## src/rtl/collor_pkg.sv

```systemverilog
// collor_pkg: shared types and palette for the multi-channel RGB PWM driver.
//   rgb_t        - packed {r, g, b} LED drive triple
//   COLOR_*      - palette constants, indexed by colour code 0..7
//   state_t      - enable FSM encoding
//   code_to_rgb  - colour code to rgb_t lookup
package collor_pkg;

    // Widest colour code supported by the palette; narrower codes are zero-extended.
    localparam int unsigned PAL_CODE_W = 3;

    typedef struct packed {
        logic r;
        logic g;
        logic b;
    } rgb_t;

    localparam rgb_t COLOR_OFF     = '{r: 1'b0, g: 1'b0, b: 1'b0};
    localparam rgb_t COLOR_GREEN   = '{r: 1'b0, g: 1'b1, b: 1'b0};
    localparam rgb_t COLOR_YELLOW  = '{r: 1'b1, g: 1'b1, b: 1'b0};
    localparam rgb_t COLOR_BLUE    = '{r: 1'b0, g: 1'b0, b: 1'b1};
    localparam rgb_t COLOR_RED     = '{r: 1'b1, g: 1'b0, b: 1'b0};
    localparam rgb_t COLOR_CYAN    = '{r: 1'b0, g: 1'b1, b: 1'b1};
    localparam rgb_t COLOR_MAGENTA = '{r: 1'b1, g: 1'b0, b: 1'b1};
    localparam rgb_t COLOR_WHITE   = '{r: 1'b1, g: 1'b1, b: 1'b1};

    typedef enum logic {
        ST_IDLE = 1'b0,
        ST_RUN  = 1'b1
    } state_t;

    // Map a colour code onto the LED triple.
    function automatic rgb_t code_to_rgb(input logic [PAL_CODE_W-1:0] code);
        rgb_t rgb;
        case (code)
            3'd0:    rgb = COLOR_OFF;
            3'd1:    rgb = COLOR_GREEN;
            3'd2:    rgb = COLOR_YELLOW;
            3'd3:    rgb = COLOR_BLUE;
            3'd4:    rgb = COLOR_RED;
            3'd5:    rgb = COLOR_CYAN;
            3'd6:    rgb = COLOR_MAGENTA;
            3'd7:    rgb = COLOR_WHITE;
            default: rgb = COLOR_OFF;
        endcase
        return rgb;
    endfunction

endpackage

```

## src/rtl/collor_pwm_cnt.sv

```systemverilog
// collor_pwm_cnt: free-running PWM counter with duty compare.
// Counts 0 .. 2^PWM_W-2 so a brightness of all-ones is fully on with no gap.
//   clk, rst    - clock, synchronous active-high reset
//   en          - count enable; low holds the counter at 0
//   brightness  - duty threshold
//   on          - combinational compare (cnt < brightness), registered by the parent
module collor_pwm_cnt #(
    parameter int unsigned PWM_W = 8
) (
    input  logic             clk,
    input  logic             rst,
    input  logic             en,
    input  logic [PWM_W-1:0] brightness,
    output logic             on
);

    // Terminal count 2^PWM_W - 2 gives a period of 2^PWM_W - 1.
    localparam logic [PWM_W-1:0] CNT_LAST = {{(PWM_W-1){1'b1}}, 1'b0};

    logic [PWM_W-1:0] cnt_q;
    logic [PWM_W-1:0] cnt_d;

    // Next count: hold at 0 while disabled, wrap at terminal count.
    always_comb begin
        cnt_d = cnt_q;
        if (!en) begin
            cnt_d = '0;
        end else if (cnt_q == CNT_LAST) begin
            cnt_d = '0;
        end else begin
            cnt_d = cnt_q + PWM_W'(1);
        end
    end

    always_ff @(posedge clk) begin
        if (rst) begin
            cnt_q <= '0;
        end else begin
            cnt_q <= cnt_d;
        end
    end

    assign on = (cnt_q < brightness);

endmodule

```

## src/rtl/collor_pwm.sv

```systemverilog
// collor_pwm: multi-channel colour-code to RGB LED driver with shared PWM brightness.
// Each channel latches a colour code on load, maps it through the palette and
// drives its R/G/B pins gated by main_program, the PWM compare and (optionally)
// a per-channel blink gate. All LED outputs are registered.
//   clk, rst      - clock, synchronous active-high reset
//   main_program  - global enable; low forces all LEDs off
//   load          - one-cycle strobe capturing code_in and blink_in
//   code_in       - packed colour codes, channel i at [i*CODE_W +: CODE_W]
//   blink_in      - per-channel blink request
//   brightness    - shared PWM duty
//   red_led, green_led, blue_led - per-channel LED drives
// Build option: define COLLOR_BLINK_EN to add the blink timer and per-channel
// blink gating; otherwise blink_in is ignored and no blink state exists.
module collor_pwm
    import collor_pkg::*;
#(
    parameter int unsigned CHANNELS  = 4,
    parameter int unsigned CODE_W    = 3,
    parameter int unsigned PWM_W     = 8,
    parameter int unsigned BLINK_DIV = 25_000_000
) (
    input  logic                       clk,
    input  logic                       rst,
    input  logic                       main_program,
    input  logic                       load,
    input  logic [CHANNELS*CODE_W-1:0] code_in,
    input  logic [CHANNELS-1:0]        blink_in,
    input  logic [PWM_W-1:0]           brightness,
    output logic [CHANNELS-1:0]        red_led,
    output logic [CHANNELS-1:0]        green_led,
    output logic [CHANNELS-1:0]        blue_led
);

    localparam int unsigned CODES_W = CHANNELS * CODE_W;

    state_t               state_q;
    state_t               state_d;
    logic [CODES_W-1:0]   code_q;
    logic [CODES_W-1:0]   code_d;
    logic [CHANNELS-1:0]  red_q;
    logic [CHANNELS-1:0]  red_d;
    logic [CHANNELS-1:0]  green_q;
    logic [CHANNELS-1:0]  green_d;
    logic [CHANNELS-1:0]  blue_q;
    logic [CHANNELS-1:0]  blue_d;
    logic [CHANNELS-1:0]  gate;
    logic                 pwm_on;
    logic                 run;
    rgb_t                 rgb;

    assign run = (state_q == ST_RUN);

    // PWM counter runs only in RUN, so entering RUN always starts at count 0.
    collor_pwm_cnt #(
        .PWM_W (PWM_W)
    ) u_pwm_cnt (
        .clk        (clk),
        .rst        (rst),
        .en         (run),
        .brightness (brightness),
        .on         (pwm_on)
    );

`ifdef COLLOR_BLINK_EN
    localparam int unsigned TMR_W = (BLINK_DIV > 2) ? $clog2(BLINK_DIV) : 1;
    localparam logic [TMR_W-1:0] TMR_LAST = TMR_W'(BLINK_DIV - 1);

    logic [CHANNELS-1:0] blink_q;
    logic [CHANNELS-1:0] blink_d;
    logic [TMR_W-1:0]    tmr_q;
    logic [TMR_W-1:0]    tmr_d;
    logic                phase_q;
    logic                phase_d;

    // Blink request register, timer and phase; timer and phase restart in IDLE.
    always_comb begin
        blink_d = load ? blink_in : blink_q;
        tmr_d   = tmr_q;
        phase_d = phase_q;
        if (!run) begin
            tmr_d   = '0;
            phase_d = 1'b1;
        end else if (tmr_q == TMR_LAST) begin
            tmr_d   = '0;
            phase_d = ~phase_q;
        end else begin
            tmr_d   = tmr_q + TMR_W'(1);
        end
    end

    always_ff @(posedge clk) begin
        if (rst) begin
            blink_q <= '0;
            tmr_q   <= '0;
            phase_q <= 1'b1;
        end else begin
            blink_q <= blink_d;
            tmr_q   <= tmr_d;
            phase_q <= phase_d;
        end
    end

    // Blinking channels are dark during the OFF phase.
    assign gate = ~blink_q | {CHANNELS{phase_q}};
`else
    logic unused_blink;

    assign unused_blink = ^{blink_in, BLINK_DIV[0]};
    assign gate         = '1;
`endif

    // Enable FSM, code capture and next LED drive.
    always_comb begin
        state_d = state_q;
        code_d  = load ? code_in : code_q;
        red_d   = '0;
        green_d = '0;
        blue_d  = '0;
        rgb     = COLOR_OFF;

        case (state_q)
            ST_IDLE: if (main_program)  state_d = ST_RUN;
            ST_RUN:  if (!main_program) state_d = ST_IDLE;
            default: state_d = ST_IDLE;
        endcase

        // main_program is used directly so a falling enable darkens on the same edge.
        if (run && main_program && pwm_on) begin
            for (int unsigned i = 0; i < CHANNELS; i++) begin
                rgb        = code_to_rgb(PAL_CODE_W'(code_q[i*CODE_W +: CODE_W]));
                red_d[i]   = rgb.r & gate[i];
                green_d[i] = rgb.g & gate[i];
                blue_d[i]  = rgb.b & gate[i];
            end
        end
    end

    always_ff @(posedge clk) begin
        if (rst) begin
            state_q <= ST_IDLE;
            code_q  <= '0;
            red_q   <= '0;
            green_q <= '0;
            blue_q  <= '0;
        end else begin
            state_q <= state_d;
            code_q  <= code_d;
            red_q   <= red_d;
            green_q <= green_d;
            blue_q  <= blue_d;
        end
    end

    assign red_led   = red_q;
    assign green_led = green_q;
    assign blue_led  = blue_q;

endmodule

```

## config.mk

```make
export PLATFORM = sky130hd
export DESIGN_NAME = collor_pwm
export DESIGN_NICKNAME = d
export VERILOG_FILES = /design/src/rtl/collor_pkg.sv /design/src/rtl/collor_pwm_cnt.sv /design/src/rtl/collor_pwm.sv
export SDC_FILE = /design/constraint.sdc
export NUM_CORES = 1
export LEC_CHECK = 0
export BUFFER_PORTS_ARGS = -buffer_cell sky130_fd_sc_hd__buf_2
export CORE_ASPECT_RATIO = 0.75
export CORE_MARGIN = 8
export CORE_UTILIZATION = 55
export DETAILED_ROUTE_END_ITERATION = 10
export GPL_TIMING_DRIVEN = 0
export PLACE_DENSITY = 0.9
export SKIP_CTS_REPAIR_TIMING = 1
export SLEW_MARGIN = 0
export SYNTH_ARGS = -nofsm -noshare
export SYNTH_HDL_FRONTEND = slang
export SYNTH_SLANG_ARGS = --single-unit
```

## constraint.sdc

```tcl
create_clock -name clk -period 3.1 [get_ports clk]
set_input_delay 0 -clock clk [delete_from_list [all_inputs] [get_ports clk]]
set_output_delay 0 -clock clk [all_outputs]
set_load 0.02 [all_outputs]
```

==> out/summary.json <==
{
  "timing": {
    "slew_hr": 0.608,
    "final_period_minus_worst_setup_slack_ns": 1.70,
    "hold_viol_final": 2,
    "rsz0062_at_grt": "no",
    "fin_worst_hold_slack_ns": -0.0450,
    "timing.setup.tns_ns": 0,
    "report.final.setup_viol": 0,
    "min_period_over_period": 0.548,
    "achievable-frequency_ghz": 0.588,
    "slew_violations": 0,
    "fin_worst_skew_ns": 0.00502,
    "transition_time_at_the_pin_with_the_least_slew_margin_ns": 0.584
  },
  "finish": {
    "seq_area_um2": 661,
    "nNetsFinal": 279,
    "final_util": 0.721,
    "area_delta_synth_final_pct": 23.8,
    "post_route_cells_drive_above_1_share": 0.243,
    "final_cell_area_um2": 2130,
    "multi_input_comb_area_um2": 945,
    "fillCellCount": 209,
    "stdcell_count": 264,
    "diodes": 0
  },
  "job": {
    "drv_cap": 0
  },
  "detailed_routing": {
    "post_drt_via_cell_ratio": 5.12,
    "num_vias": 1351,
    "postRouteAntennaNets": 0,
    "drt_pass1_iterations": 4,
    "detail_route.iter0.violations": 81,
    "finalWirelength_um": 3820,
    "detail_route.drc_violations": 0,
    "wire_per_inst_um": 14.5
  },
  "place": {
    "io_buffer_count": 35,
    "finalWeightedCongestion": 0.822,
    "placed_cells_incl_taps": 247,
    "dp.final_hpwl_um": 2620,
    "postPlaceCellArea_um2": 1940
  },
  "clock_tree": {
    "clkSinkCount": 33,
    "cts_buffers": 5,
    "clock_path_buffers": 2,
    "h_tree_levels": 2,
    "tritoncts": "yes",
    "cts.reportedPaths.clkPinSlew_ns": 0.07,
    "clock-root-buffer": "sky130_fd_sc_hd__clkbuf_8",
    "clk-insertion-delay-late_ns": 0.29
  },
  "worst_setup_path": {
    "rr_startpoint": "u_pwm_cnt.cnt_q[7]",
    "biggest_cell_delay_along_the_critical_path_ns": 0.36,
    "critical_path_peak_fanout": 10,
    "crit_required_ns": 3.26,
    "cp_slowest_cell": "sky130_fd_sc_hd__buf_2",
    "critical_path.endpoint_type": "flop",
    "worst_setup_path_startpoint": "u_pwm_cnt.cnt_q[7]",
    "worstPathArrival_ns": 1.86,
    "reg2reg_depth": 5,
    "timing.critical_path.cells": "ha_1 > nand3_1 > nor3_1 > buf_2 > a211oi_2",
    "type_of_the_setup_path_with_the_least_slack": "reg -> reg",
    "crit_end": "blue_led[0]",
    "crit-reg2reg-capture": "blue_led[0]",
    "cp-start-kind": "flop",
    "setup_slack_of_the_worst_register_to_register_path_ns": 1.40
  },
  "synth": {
    "synth_cell_types": 24,
    "async_flop_share": 0,
    "synth_largest_type_area_fraction": 0.384,
    "synth.avg_cell_area_um2": 9.89,
    "syn-num-nets": 227,
    "synth.yosys.warnings": 0,
    "synthMostInstantiatedCell": "sky130_fd_sc_hd__dfxtp_1",
    "synth_enable_flop_cells": 0,
    "mappedNetlistArea_um2": 1720,
    "ys_seq_area_frac": 0.384,
    "syn-instance-count": 174,
    "synthFlopType": "sky130_fd_sc_hd__dfxtp_1",
    "synth_top_area_cells": "sky130_fd_sc_hd__dfxtp_1 38%, sky130_fd_sc_hd__ha_1 18%, sky130_fd_sc_hd__mux2i_1 12%, sky130_fd_sc_hd__a211oi_2 7.3%, sky130_fd_sc_hd__inv_1 5.0%",
    "synthTopCellsByCount": "33 x sky130_fd_sc_hd__dfxtp_1, 25 x sky130_fd_sc_hd__ha_1, 23 x sky130_fd_sc_hd__inv_1, 21 x sky130_fd_sc_hd__mux2i_1, 17 x sky130_fd_sc_hd__nor2_1",
    "synth.ff_latch_count": 33,
    "synthDominantAreaCellType": "sky130_fd_sc_hd__dfxtp_1"
  },
  "run_status": {
    "status": "finished with violations",
    "failed_checks": "negative hold slack"
  },
  "die": {
    "die_y_um": 64.5,
    "die_area_um2": 5200,
    "floorplan.initialDensity": 0.582,
    "die_width_um": 80.6,
    "floorplan.core_area_um2": 2960,
    "rows": 17,
    "floorplan.io_pins": 40
  },
  "hold_path": {
    "hold_path_class": "in -> reg"
  },
  "grt": {
    "globalRouteTotalUtil": 0.155,
    "number_of_antenna_violations_at_the_first_check_in_global_routing": 0,
    "grt_remaining_overflow": 0,
    "grt_pass1_vias": 1408,
    "grt_pass1_wl_um": 6330,
    "grt_start_max_net_pins": 11
  },
  "power": {
    "p_per_cell_area_nw_per_um2": 415,
    "power.leakage_uw": 0.000990,
    "ir_worst_vdd_mv": 0.269
  }
}
==> cell families (layout without fill, tap and decap cells) <==
kind of cell             Yosys count  in the layout  share of synthesized area
AND/OR/NAND/NOR                   38             38                      0.102
flip-flops                        33             33                      0.384
buffers and inverters             28             80                     0.0676
AO/OA/AOI/OAI                     26             26                      0.128
adder cells (fa/ha/maj)           25             25                      0.182
multiplexers                      21             21                      0.122
XOR/XNOR                           3              3                     0.0153
==> stage by stage <==
stage          power (µW)  setup WS [ns]
5_1_grt               930           1.27
3_5_place_dp          554           1.43
4_1_cts               884           1.40
3_3_place_gp          550           1.48
6_report              884           1.40
2_1_floorplan         522           1.66
==> critical path: cells and delay by family (launching register included) <==
kind | cells | cell delay, ns
and+or+nand+nor | 2 | 0.43
adders and majority gates | 1 | 0.33
AOI/OAI and AO/OA | 1 | 0.12
DFF | 1 | 0.34
buffers and inverters | 1 | 0.36
==> state kept, by name, summed over array words and instances, names as in the netlist <==
| name | count |
|---|---|
| green_led | 4 |
| code_q | 12 |
| u_pwm_cnt.cnt_q | 8 |
| blue_led | 4 |
| run | 1 |
| red_led | 4 |
==> layout make-up <==
| cell class | instances | share of cell area |
|---|---|---|
| Inverter | 23 | 0.0405 |
| Timing Repair Buffer | 45 | 0.129 |
| Clock buffer | 7 | 0.0405 |
| Tap cell | 38 | 0.0223 |
| Multi-Input combinational cell | 113 | 0.443 |
| Buffer | 5 | 0.0141 |
| Sequential cell | 33 | 0.310 |
==> how the worst min path moves through the flow <==
stage                       from          to  slack (ns)  cells after the start
finish               code_in[10]  code_q[10]       -0.04                      3
global route          code_in[0]   code_q[0]       0.005                      3
CTS                 main_program         run       -0.06                      2
detailed placement           rst  code_q[11]        0.24                      2
global placement    main_program         run        0.23                      2
floorplan                    rst         run        0.07                      1
==> layer usage <==
metal | vias up | share of wire | GRT usage
met5 | - | 0 | 0
met4 | 0 | 0.024 | 0.0837
met3 | 10 | 0.058 | 0.0372
met2 | 38 | 0.51 | 0.263
met1 | 611 | 0.41 | 0.175
li1 | 692 | - | -
==> where the power goes <==
group | total, µW | internal [µW] | switching, µW
Combinational | 107 | 53.3 | 54.0
Clock | 326 | 176 | 150
Sequential | 451 | 437 | 14.2
Total | 884 | 666 | 218
==> cell usage in the layout, fill, tap and decap left out <==
cell type / n
sky130_fd_sc_hd__a2111o_1: 1
sky130_fd_sc_hd__a211oi_1: 2
sky130_fd_sc_hd__a211oi_2: 10
sky130_fd_sc_hd__a21oi_1: 4
sky130_fd_sc_hd__buf_2: 38
sky130_fd_sc_hd__buf_6: 1
sky130_fd_sc_hd__clkbuf_1: 2
sky130_fd_sc_hd__clkbuf_8: 6
sky130_fd_sc_hd__dfxtp_1: 33
sky130_fd_sc_hd__dlygate4sd3_1: 10
sky130_fd_sc_hd__ha_1: 25
sky130_fd_sc_hd__inv_1: 23
sky130_fd_sc_hd__mux2i_1: 21
sky130_fd_sc_hd__nand2_1: 4
sky130_fd_sc_hd__nand2b_1: 1
sky130_fd_sc_hd__nand3_1: 6
sky130_fd_sc_hd__nand4_1: 2
sky130_fd_sc_hd__nor2_1: 17
sky130_fd_sc_hd__nor2b_1: 3
sky130_fd_sc_hd__nor3_1: 2
sky130_fd_sc_hd__o2111ai_1: 1
sky130_fd_sc_hd__o21ai_0: 7
sky130_fd_sc_hd__o21ai_1: 1
sky130_fd_sc_hd__or3_1: 3
sky130_fd_sc_hd__xnor2_1: 1
sky130_fd_sc_hd__xor2_1: 2
Note: power is estimated with default switching activity, not from simulation.
